==> src/rtl/mixer_sat_tree.sv <==
`default_nettype none
// +----------------------------------------------------------------------------+
// | mixer_sat_tree                                                             |
// | Pipelined N-channel signed audio mixer: gain, adder tree, sat/avg output.  |
// | Revision: 1.0                                                              |
// +----------------------------------------------------------------------------+
module mixer_sat_tree #(
  parameter int CHANNELS = 8,
  parameter int WIDTH    = 16,
  parameter int SAT_MODE = 1
) (
  input  logic                                 CLOCK_50,
  input  logic                                 resetn,
  input  logic                                 in_valid,
  input  logic [CHANNELS*WIDTH-1:0]            audio_in,
  input  logic [CHANNELS-1:0]                  mute,
  input  logic [CHANNELS*3-1:0]                atten,
  input  logic                                 clip_clear,
  output logic                                 out_valid,
  output logic [WIDTH-1:0]                     mix_out,
  output logic [WIDTH+$clog2(CHANNELS)-1:0]    mix_full,
  output logic                                 clip,
  output logic [15:0]                          clip_count
);

  localparam int LOG2C = $clog2(CHANNELS);
  localparam int SUMW  = WIDTH + LOG2C;

  localparam logic signed [SUMW-1:0] c_sat_max = {{(LOG2C+1){1'b0}}, {(WIDTH-1){1'b1}}};
  localparam logic signed [SUMW-1:0] c_sat_min = ~c_sat_max;

  // Level 0 is the gain stage, level k holds CHANNELS>>k partial sums that fit
  // in WIDTH+k bits; each is kept sign-extended to SUMW so every add is exact.
  logic signed [SUMW-1:0] r_tree [0:LOG2C][0:CHANNELS-1];
  logic [LOG2C:0]         r_vld;

  logic signed [SUMW-1:0] w_sum;
  logic [WIDTH-1:0]       w_mix;
  logic                   w_sat_hit;
  logic                   w_hit;

  logic                   r_out_valid;
  logic [WIDTH-1:0]       r_mix_out;
  logic [SUMW-1:0]        r_mix_full;
  logic                   r_clip;
  logic [15:0]            r_clip_count;

  always_ff @(posedge CLOCK_50 or negedge resetn) begin
    if (!resetn) begin
      r_vld <= '0;
      for (int k = 0; k <= LOG2C; k++) begin
        for (int j = 0; j < CHANNELS; j++) begin
          r_tree[k][j] <= '0;
        end
      end
    end else begin
      r_vld <= {r_vld[LOG2C-1:0], in_valid};
      for (int i = 0; i < CHANNELS; i++) begin
        if (mute[i]) begin
          r_tree[0][i] <= '0;
        end else begin
          r_tree[0][i] <= SUMW'($signed(audio_in[i*WIDTH +: WIDTH]) >>> atten[i*3 +: 3]);
        end
      end
      for (int k = 1; k <= LOG2C; k++) begin
        for (int j = 0; j < (CHANNELS >> k); j++) begin
          r_tree[k][j] <= r_tree[k-1][2*j] + r_tree[k-1][2*j+1];
        end
      end
    end
  end

  assign w_sum = r_tree[LOG2C][0];

  generate
    if (SAT_MODE != 0) begin : g_sat
      always_comb begin
        w_mix     = w_sum[WIDTH-1:0];
        w_sat_hit = 1'b0;
        if (w_sum > c_sat_max) begin
          w_mix     = c_sat_max[WIDTH-1:0];
          w_sat_hit = 1'b1;
        end else if (w_sum < c_sat_min) begin
          w_mix     = c_sat_min[WIDTH-1:0];
          w_sat_hit = 1'b1;
        end
      end
    end else begin : g_avg
      // Dropping the low LOG2C bits is a flooring divide by CHANNELS.
      assign w_mix     = w_sum[SUMW-1:LOG2C];
      assign w_sat_hit = 1'b0;
    end
  endgenerate

  assign w_hit = r_vld[LOG2C] & w_sat_hit;

  always_ff @(posedge CLOCK_50 or negedge resetn) begin
    if (!resetn) begin
      r_out_valid  <= 1'b0;
      r_mix_out    <= '0;
      r_mix_full   <= '0;
      r_clip       <= 1'b0;
      r_clip_count <= '0;
    end else begin
      r_out_valid <= r_vld[LOG2C];
      r_mix_out   <= w_mix;
      r_mix_full  <= w_sum;
      // A clip event arriving with a clear is counted as the first new event.
      if (clip_clear && w_hit) begin
        r_clip       <= 1'b1;
        r_clip_count <= 16'd1;
      end else if (clip_clear) begin
        r_clip       <= 1'b0;
        r_clip_count <= 16'd0;
      end else if (w_hit) begin
        r_clip <= 1'b1;
        if (r_clip_count != 16'hFFFF) begin
          r_clip_count <= r_clip_count + 16'd1;
        end
      end
    end
  end

  assign out_valid  = r_out_valid;
  assign mix_out    = r_mix_out;
  assign mix_full   = r_mix_full;
  assign clip       = r_clip;
  assign clip_count = r_clip_count;

endmodule
`default_nettype wire

==> config.mk <==
export PLATFORM = sky130hd
export DESIGN_NAME = mixer_sat_tree
export DESIGN_NICKNAME = d
export VERILOG_FILES = /design/src/rtl/mixer_sat_tree.sv
export SDC_FILE = /design/constraint.sdc
export NUM_CORES = 1
export LEC_CHECK = 0
export CORE_AREA = 2 2 195 244
export CTS_CLUSTER_DIAMETER = 100
export DETAILED_ROUTE_END_ITERATION = 6
export DIE_AREA = 0 0 197 246
export PLACE_DENSITY_LB_ADDON = 0.05
export SLEW_MARGIN = 20
export SYNTH_ARGS = -nofsm -noshare
export SYNTH_HDL_FRONTEND = slang
export SYNTH_SLANG_ARGS = --single-unit
==> constraint.sdc <==
create_clock -name CLOCK_50 -period 3.1 [get_ports CLOCK_50]
set_input_delay 0.93 -clock CLOCK_50 [delete_from_list [all_inputs] [get_ports CLOCK_50]]
set_output_delay 0.93 -clock CLOCK_50 [all_outputs]
set_load 0.05 [all_outputs]
==> impl_metrics.xml, run 1 <==
<?xml version="1.0" encoding="UTF-8"?>
<metrics>
  <group name="synthesis">
    <metric name="synth_seq_area_share" unit="">0.436</metric>
    <metric name="synth_enable_flop_cells" unit="">0</metric>
    <metric name="synth_async_sr_flop_share" unit="">1.00</metric>
    <metric name="post_syn_instances" unit="">1551</metric>
    <metric name="synth_cell_type_count" unit="">68</metric>
    <metric name="syn-num-nets" unit="">1841</metric>
    <metric name="yosys_warnings" unit="">0</metric>
    <metric name="predominant_post_synthesis_flop_cell" unit="">sky130_fd_sc_hd__dfrtp_1</metric>
    <metric name="postSynthRegisterBits" unit="">318</metric>
    <metric name="synthesis.area" unit="um2">18300</metric>
    <metric name="synth.avg_cell_area" unit="um2">11.8</metric>
  </group>
  <group name="floorplanning">
    <metric name="floorplan.initialDensity" unit="">0.397</metric>
    <metric name="core_area" unit="um2">46000</metric>
    <metric name="row_count" unit="">88</metric>
    <metric name="chipHeight" unit="um">246</metric>
    <metric name="area_of_the_die" unit="um2">48500</metric>
    <metric name="die_width" unit="um">197</metric>
    <metric name="floorplan.io_pins" unit="">217</metric>
  </group>
  <group name="clocking">
    <metric name="cts-hold-fix-buffers" unit="">0</metric>
    <metric name="clk_pin_slew_worst_paths" unit="ns">0.06</metric>
    <metric name="htreeDepth" unit="">2</metric>
    <metric name="cts_tree" unit="">done</metric>
    <metric name="clk_root_buffer_cell" unit="">sky130_fd_sc_hd__clkbuf_16</metric>
    <metric name="max-clock-path-buffers" unit="">3</metric>
    <metric name="clkSinkCount" unit="">318</metric>
    <metric name="tritoncts.num_buffers" unit="">34</metric>
    <metric name="clk_latency" unit="ns">0.52</metric>
    <metric name="cts_resized" unit="">0</metric>
    <metric name="post_cts_buffers" unit="">0</metric>
  </group>
  <group name="worst_setup_path">
    <metric name="startpoint_type" unit="">flop</metric>
    <metric name="crit_path_cell_trace" unit="">clkdlybuf4s50_1</metric>
    <metric name="cpPeakStageDelay" unit="ns">0.85</metric>
    <metric name="critPathBufInv" unit="">1</metric>
    <metric name="critical_path.endpoint_type" unit="">output port</metric>
    <metric name="crit_family" unit="">buffers and inverters</metric>
    <metric name="worst-endpoint-arrival" unit="ns">1.81</metric>
    <metric name="cp_data_required_time" unit="ns">2.17</metric>
    <metric name="critical_path_class" unit="">reg2out</metric>
    <metric name="path_max_fanout" unit="">7</metric>
    <metric name="cpMaxStageDelayCell" unit="">sky130_fd_sc_hd__clkdlybuf4s50_1</metric>
  </group>
  <group name="global_route">
    <metric name="grt_pass1_vias" unit="">13100</metric>
    <metric name="maximum_number_of_pins_on_one_net_before_global_route_repair" unit="">77</metric>
    <metric name="grt_pass1_wl" unit="mm">65.4</metric>
    <metric name="global_route.usage.total" unit="">0.167</metric>
    <metric name="antenna_found_initial" unit="">0</metric>
    <metric name="grt_overflow_total" unit="">0</metric>
  </group>
  <group name="sta">
    <metric name="timing.hold.ws" unit="ns">0.352</metric>
    <metric name="timing.final.hold_violations" unit="">0</metric>
    <metric name="setup_violations" unit="">0</metric>
    <metric name="fin_crit_sh" unit="">0.884</metric>
    <metric name="grt_setup_unrepaired" unit="">false</metric>
    <metric name="fin_crit" unit="ns">2.74</metric>
    <metric name="max_freq" unit="MHz">365</metric>
    <metric name="setup_tns" unit="ns">0</metric>
    <metric name="final.setup.worst_slack" unit="ns">0.361</metric>
    <metric name="timing.final.max_slew_violations" unit="">0</metric>
    <metric name="max_slew.worst_pin.slew" unit="ns">1.03</metric>
    <metric name="finClkSkew" unit="ns">0.0169</metric>
    <metric name="relSlewSlack" unit="">0.312</metric>
  </group>
  <group name="placement">
    <metric name="post_detailed_placement_cell_area" unit="um2">21100</metric>
    <metric name="pre_cts_slack" unit="ns">0.368</metric>
    <metric name="post-dp-hpwl" unit="mm">31.4</metric>
    <metric name="placed_cells_incl_taps" unit="">2320</metric>
    <metric name="place.gp.congestion" unit="">0.846</metric>
    <metric name="io_buffers" unit="">216</metric>
  </group>
  <group name="layout">
    <metric name="area_growth_syn_to_layout" unit="%">21.7</metric>
    <metric name="fin_area" unit="um2">22200</metric>
    <metric name="antenna-diode-count" unit="">0</metric>
    <metric name="seqCellArea" unit="um2">7960</metric>
    <metric name="fin_cells" unit="">2378</metric>
    <metric name="finish.utilization" unit="">0.483</metric>
    <metric name="multiInputGateArea" unit="um2">9980</metric>
    <metric name="layout-drive-gt1-share" unit="">0.112</metric>
    <metric name="nNetsFinal" unit="">2061</metric>
    <metric name="layout.filler_cells" unit="">4228</metric>
  </group>
  <group name="pwr">
    <metric name="irDropWorstVdd" unit="V">0.000349</metric>
    <metric name="power_per_cell_area" unit="nW/um2">725</metric>
    <metric name="p_leak" unit="nW">10.0</metric>
    <metric name="p_total" unit="mW">16.1</metric>
  </group>
  <group name="routing">
    <metric name="drt_iter0_markers" unit="">463</metric>
    <metric name="antenna_left" unit="">0</metric>
    <metric name="wl_per_cell" unit="um">16.7</metric>
    <metric name="num_vias" unit="">12500</metric>
    <metric name="drc" unit="">0</metric>
    <metric name="dr.pass1.iters" unit="">5</metric>
    <metric name="via_cell_ratio" unit="">5.27</metric>
    <metric name="detailed_route_wl" unit="mm">39.6</metric>
  </group>
  <group name="job">
    <metric name="cap_violations" unit="">0</metric>
  </group>
  <group name="outcome">
    <metric name="status" unit="">finished, final reports clean</metric>
  </group>
  <group name="worst_hold_path">
    <metric name="worst_hold_path_type" unit="">in2async</metric>
  </group>
</metrics>
==> cell type report <==
cell class                      count  share of cell area
Clock buffer                       48              0.0453
Inverter                           34             0.00575
Sequential cell                   318               0.358
Clock inverter                     10             0.00372
Multi-Input combinational cell   1153               0.449
Tap cell                          585              0.0330
Timing Repair Buffer              230               0.105
==> synth_stat cells (all sizes together) (4+ instances only) <==
cell,n,share of area
dfrtp,318,0.44
nor2,187,0.038
ha,119,0.082
mux4,104,0.13
a21oi,91,0.025
mux2i,89,0.049
nand2,70,0.014
xnor2,66,0.032
a21o,59,0.024
o21a,52,0.021
o21ai,52,0.015
xor2,44,0.021
clkbuf,36,0.0075
inv,26,0.0053
nand3,22,0.0060
nor2b,22,0.0075
nand2b,14,0.0048
a211oi,13,0.0062
and3,12,0.0042
a31oi,11,0.0038
nor3,11,0.0030
buf,10,0.0027
o21bai,9,0.0037
and2,8,0.0027
clkinv,8,0.0016
mux2,8,0.0049
nand4,8,0.0027
and4,7,0.0036
fa,7,0.0077
a2111oi,6,0.0080
a211o,6,0.0029
o211ai,6,0.0025
nor4,5,0.0017
a21boi,4,0.0016
a311o,4,0.0023
nor3b,4,0.0016
==> layer usage <==
metal | wire (um) | track usage | vias up | share of wire
met5 | 0 | 0 | - | 0
li1 | - | - | 6146 | -
met4 | 1030 | 0.0526 | 0 | 0.026
met3 | 1480 | 0.0231 | 51 | 0.037
met1 | 15900 | 0.191 | 6113 | 0.40
met2 | 21200 | 0.320 | 232 | 0.54
==> cell families (layout without fill, tap and decap cells) <==
| logic type | after synthesis | after routing | synth area share |
|---|---|---|---|
| simple gates | 382 | 382 | 0.0955 |
| fa+ha+maj | 126 | 126 | 0.0892 |
| compound gates | 334 | 334 | 0.127 |
| xor+xnor | 110 | 110 | 0.0528 |
| flops | 318 | 318 | 0.436 |
| buf+inv | 80 | 322 | 0.0171 |
| mux | 201 | 201 | 0.182 |
==> state kept, by name, summed over array words and instances, names as in the netlist <==
| name | cells |
|---|---|
| clip | 1 |
| r_tree | 242 |
| out_valid | 1 |
| mix_full | 19 |
| w_sum | 19 |
| clip_count | 16 |
| r_vld | 4 |
| mix_out | 16 |
==> where the power goes <==
| part | switching, mW | internal, mW |
|---|---|---|
| Sequential | 0.482 | 5.17 |
| Combinational | 3.70 | 2.82 |
| Clock | 1.64 | 2.28 |
| Total | 5.82 | 10.3 |
==> layout by cell type (no fill, tap or decap), drive strengths merged, types with 13 or more instances in the layout <==
master           n
o21a            52
nor2b           22
o21ai           52
buf             15
clkdlybuf4s50  215
nand2           70
mux2i           89
clkbuf          48
dfrtp          318
inv             28
xnor2           66
mux4           104
nand2b          14
nand3           22
a21o            59
xor2            44
a21oi           91
nor2           187
a211oi          13
ha             119
==> worst paths after layout <==
check,startpoint,endpoint,slack [ns],cells after the start
worst max-delay path,clip_count[3],clip_count[3],0.36,1
worst min-delay path,resetn,r_tree[476],0.35,1
worst max register to register,r_tree[532],r_tree[430],0.43,9
worst min register to register,r_vld[2],r_vld[3],0.35,0
max in group asynchronous,resetn,mix_full[18],1.99,2
min in group CLOCK_50,r_vld[2],r_vld[3],0.35,0
(Power assumes the default switching activity.)
==> run 2, diff against run 1 <==
--- a/config.mk
+++ b/config.mk
@@ -5,10 +5,10 @@
 export SDC_FILE = /design/constraint.sdc
 export NUM_CORES = 1
 export LEC_CHECK = 0
-export CORE_AREA = 2 2 195 244
+export CORE_AREA = 5 5 198 247
 export CTS_CLUSTER_DIAMETER = 100
 export DETAILED_ROUTE_END_ITERATION = 6
-export DIE_AREA = 0 0 197 246
+export DIE_AREA = 0 0 203 252
 export PLACE_DENSITY_LB_ADDON = 0.05
 export SLEW_MARGIN = 20
 export SYNTH_ARGS = -nofsm -noshare
==> run 2 against run 1 <==
Sequential power hardly changed. Global-route usage decreased by 0.99 points. Critical path depth unchanged. Wire length is 1.1% higher. Power rose by 1.6%. Die area up 5.6%. Cell area is 0.36% higher. Utilization increased by 0.058 points. First-iteration DRC count decreased by 9.3%. Largest power group unchanged. Cell count grew 0.21%.
==> impl_metrics.xml, run 2 (synthesized netlist as in run 1, its figures left out) <==
<?xml version="1.0" encoding="UTF-8"?>
<metrics>
  <group name="worst_setup_path">
    <metric name="cpPeakStageDelay" unit="ns">0.85</metric>
    <metric name="critical_path_class" unit="">reg2out</metric>
    <metric name="ff2ff_path_depth" unit="">9</metric>
    <metric name="path_depth" unit="">1</metric>
    <metric name="cp_capture_point" unit="">clip_count[3]</metric>
    <metric name="cp_data_required_time" unit="ns">2.17</metric>
    <metric name="r2r_slack" unit="ns">0.42</metric>
    <metric name="startpoint_type" unit="">flop</metric>
    <metric name="worst-endpoint-arrival" unit="ns">1.81</metric>
    <metric name="crit_family" unit="">buffers and inverters</metric>
    <metric name="critPathBufInv" unit="">1</metric>
    <metric name="cpMaxStageDelayCell" unit="">sky130_fd_sc_hd__clkdlybuf4s50_1</metric>
    <metric name="path_max_fanout" unit="">7</metric>
    <metric name="worstReg2RegEnd" unit="">r_tree[392]</metric>
    <metric name="setup_crit_start" unit="">clip_count[3]</metric>
    <metric name="crit_path_cell_trace" unit="">clkdlybuf4s50_1</metric>
    <metric name="worstReg2RegStart" unit="">r_tree[456]</metric>
    <metric name="critical_path.endpoint_type" unit="">output port</metric>
  </group>
  <group name="routing">
    <metric name="num_vias" unit="">12500</metric>
    <metric name="wl_per_cell" unit="um">16.8</metric>
    <metric name="antenna_left" unit="">0</metric>
    <metric name="drt_iter0_markers" unit="">420</metric>
    <metric name="via_cell_ratio" unit="">5.25</metric>
    <metric name="detailed_route_wl" unit="mm">40.0</metric>
    <metric name="dr.pass1.iters" unit="">5</metric>
    <metric name="drc" unit="">0</metric>
  </group>
  <group name="global_route">
    <metric name="global_route.usage.total" unit="">0.157</metric>
    <metric name="maximum_number_of_pins_on_one_net_before_global_route_repair" unit="">78</metric>
    <metric name="grt_pass1_vias" unit="">13300</metric>
    <metric name="grt_pass1_wl" unit="mm">66.6</metric>
    <metric name="grt_overflow_total" unit="">0</metric>
    <metric name="antenna_found_initial" unit="">0</metric>
  </group>
  <group name="layout">
    <metric name="final_common_cell" unit="">sky130_fd_sc_hd__dfrtp_1</metric>
    <metric name="nNetsFinal" unit="">2064</metric>
    <metric name="seqCellArea" unit="um2">7960</metric>
    <metric name="largest_register_ffs" unit="">242</metric>
    <metric name="largest_register" unit="">r_tree</metric>
    <metric name="area_growth_syn_to_layout" unit="%">22.1</metric>
    <metric name="antenna-diode-count" unit="">0</metric>
    <metric name="layout-drive-gt1-share" unit="">0.117</metric>
    <metric name="most-common-layout-cells" unit="">318 x sky130_fd_sc_hd__dfrtp_1, 215 x sky130_fd_sc_hd__clkdlybuf4s50_1, 186 x sky130_fd_sc_hd__nor2_1</metric>
    <metric name="layout.filler_cells" unit="">4266</metric>
    <metric name="multiInputGateArea" unit="um2">9990</metric>
    <metric name="fin_area" unit="um2">22300</metric>
  </group>
  <group name="placement">
    <metric name="pre_cts_slack" unit="ns">0.366</metric>
    <metric name="io_buffers" unit="">216</metric>
    <metric name="place.gp.congestion" unit="">0.828</metric>
    <metric name="post_detailed_placement_cell_area" unit="um2">21100</metric>
    <metric name="post-dp-hpwl" unit="mm">31.7</metric>
  </group>
  <group name="pwr">
    <metric name="power.share.sequential" unit="">0.345</metric>
    <metric name="irDropWorstVdd" unit="V">0.000311</metric>
    <metric name="p_leak" unit="nW">10.1</metric>
    <metric name="clk_network_pwr_share" unit="">0.254</metric>
    <metric name="p_total" unit="mW">16.4</metric>
    <metric name="switching_share" unit="">0.356</metric>
    <metric name="total_switching_power" unit="mW">5.82</metric>
    <metric name="comb_power_share" unit="">0.400</metric>
    <metric name="power_per_cell_area" unit="nW/um2">734</metric>
    <metric name="power.internal" unit="mW">10.5</metric>
  </group>
  <group name="clocking">
    <metric name="tritoncts.num_buffers" unit="">34</metric>
    <metric name="cts-hold-fix-buffers" unit="">0</metric>
    <metric name="post_cts_buffers" unit="">0</metric>
    <metric name="clk_pin_slew_worst_paths" unit="ns">0.06</metric>
    <metric name="max-clock-path-buffers" unit="">3</metric>
    <metric name="cts_tree" unit="">done</metric>
    <metric name="cts_resized" unit="">0</metric>
    <metric name="clkSinkCount" unit="">318</metric>
    <metric name="clk_root_buffer_cell" unit="">sky130_fd_sc_hd__clkbuf_16</metric>
    <metric name="clk_latency" unit="ns">0.51</metric>
    <metric name="htreeDepth" unit="">2</metric>
  </group>
  <group name="floorplanning">
    <metric name="die_width" unit="um">203</metric>
    <metric name="area_of_the_die" unit="um2">51200</metric>
    <metric name="floorplan.initialDensity" unit="">0.396</metric>
    <metric name="floorplan.io_pins" unit="">217</metric>
    <metric name="row_count" unit="">88</metric>
    <metric name="chipHeight" unit="um">252</metric>
    <metric name="core_area" unit="um2">46100</metric>
  </group>
  <group name="sta">
    <metric name="timing.final.hold_violations" unit="">0</metric>
    <metric name="setup_tns" unit="ns">0</metric>
    <metric name="grt_setup_unrepaired" unit="">false</metric>
    <metric name="finClkSkew" unit="ns">0.0170</metric>
    <metric name="max_slew.worst_pin.slew" unit="ns">0.665</metric>
    <metric name="fin_crit_sh" unit="">0.883</metric>
    <metric name="setup_violations" unit="">0</metric>
    <metric name="relSlewSlack" unit="">0.556</metric>
    <metric name="timing.final.max_slew_violations" unit="">0</metric>
    <metric name="max_freq" unit="MHz">365</metric>
    <metric name="final.setup.worst_slack" unit="ns">0.364</metric>
    <metric name="fin_crit" unit="ns">2.74</metric>
    <metric name="timing.hold.ws" unit="ns">0.351</metric>
  </group>
  <group name="outcome">
    <metric name="status" unit="">finished, final reports clean</metric>
  </group>
  <group name="worst_hold_path">
    <metric name="min_path_cells" unit="">0</metric>
    <metric name="worst_hold_path_type" unit="">reg2reg</metric>
  </group>
  <group name="job">
    <metric name="cap_violations" unit="">0</metric>
  </group>
</metrics>
## run 2: how the worst min path moves through the flow
stage | end | slack [ns] | start
6_report | r_vld[3] | 0.35 | r_vld[2]
5_1_grt | r_vld[3] | 0.36 | r_vld[2]
4_1_cts | r_vld[3] | 0.35 | r_vld[2]
3_5_place_dp | r_vld[3] | 0.34 | r_vld[2]
3_3_place_gp | r_vld[3] | 0.34 | r_vld[2]
2_1_floorplan | r_vld[1] | 0.33 | r_vld[0]
## run 2: power by group through the flow
stage          Combinational [mW]  Clock, mW  Sequential (mW)
2_1_floorplan                3.90          0             6.43
3_3_place_gp                 6.55          0             5.74
3_5_place_dp                 6.59          0             5.75
4_1_cts                      6.63       4.32             5.68
5_1_grt                      7.25       4.48             5.76
6_report                     6.55       4.16             5.65
## run 2: routing by layer
metal / wire (um) / share of wire / GRT usage / up-vias
li1: - / - / - / 6143
met1: 16300 / 0.41 / 0.186 / 6109
met2: 21500 / 0.54 / 0.298 / 210
met3: 1290 / 0.032 / 0.0215 / 54
met4: 907 / 0.023 / 0.0435 / 0
met5: 0 / 0 / 0 / -
## run 2: final cells by class
class	instances	area share
clock buffer	41	0.0412
tap	585	0.0328
multi-input combinational	1153	0.448
sequential	318	0.357
timing repair buffer	233	0.105
clock inverter	19	0.0107
inverter	34	0.00572
## run 2: per-stage QoR
stage                     std cells   util
after floorplan                1551      -
after global placement         2323  0.458
after detailed placement       2323  0.458
after CTS                      2383  0.483
after global routing           2383  0.483
final                          2383  0.483
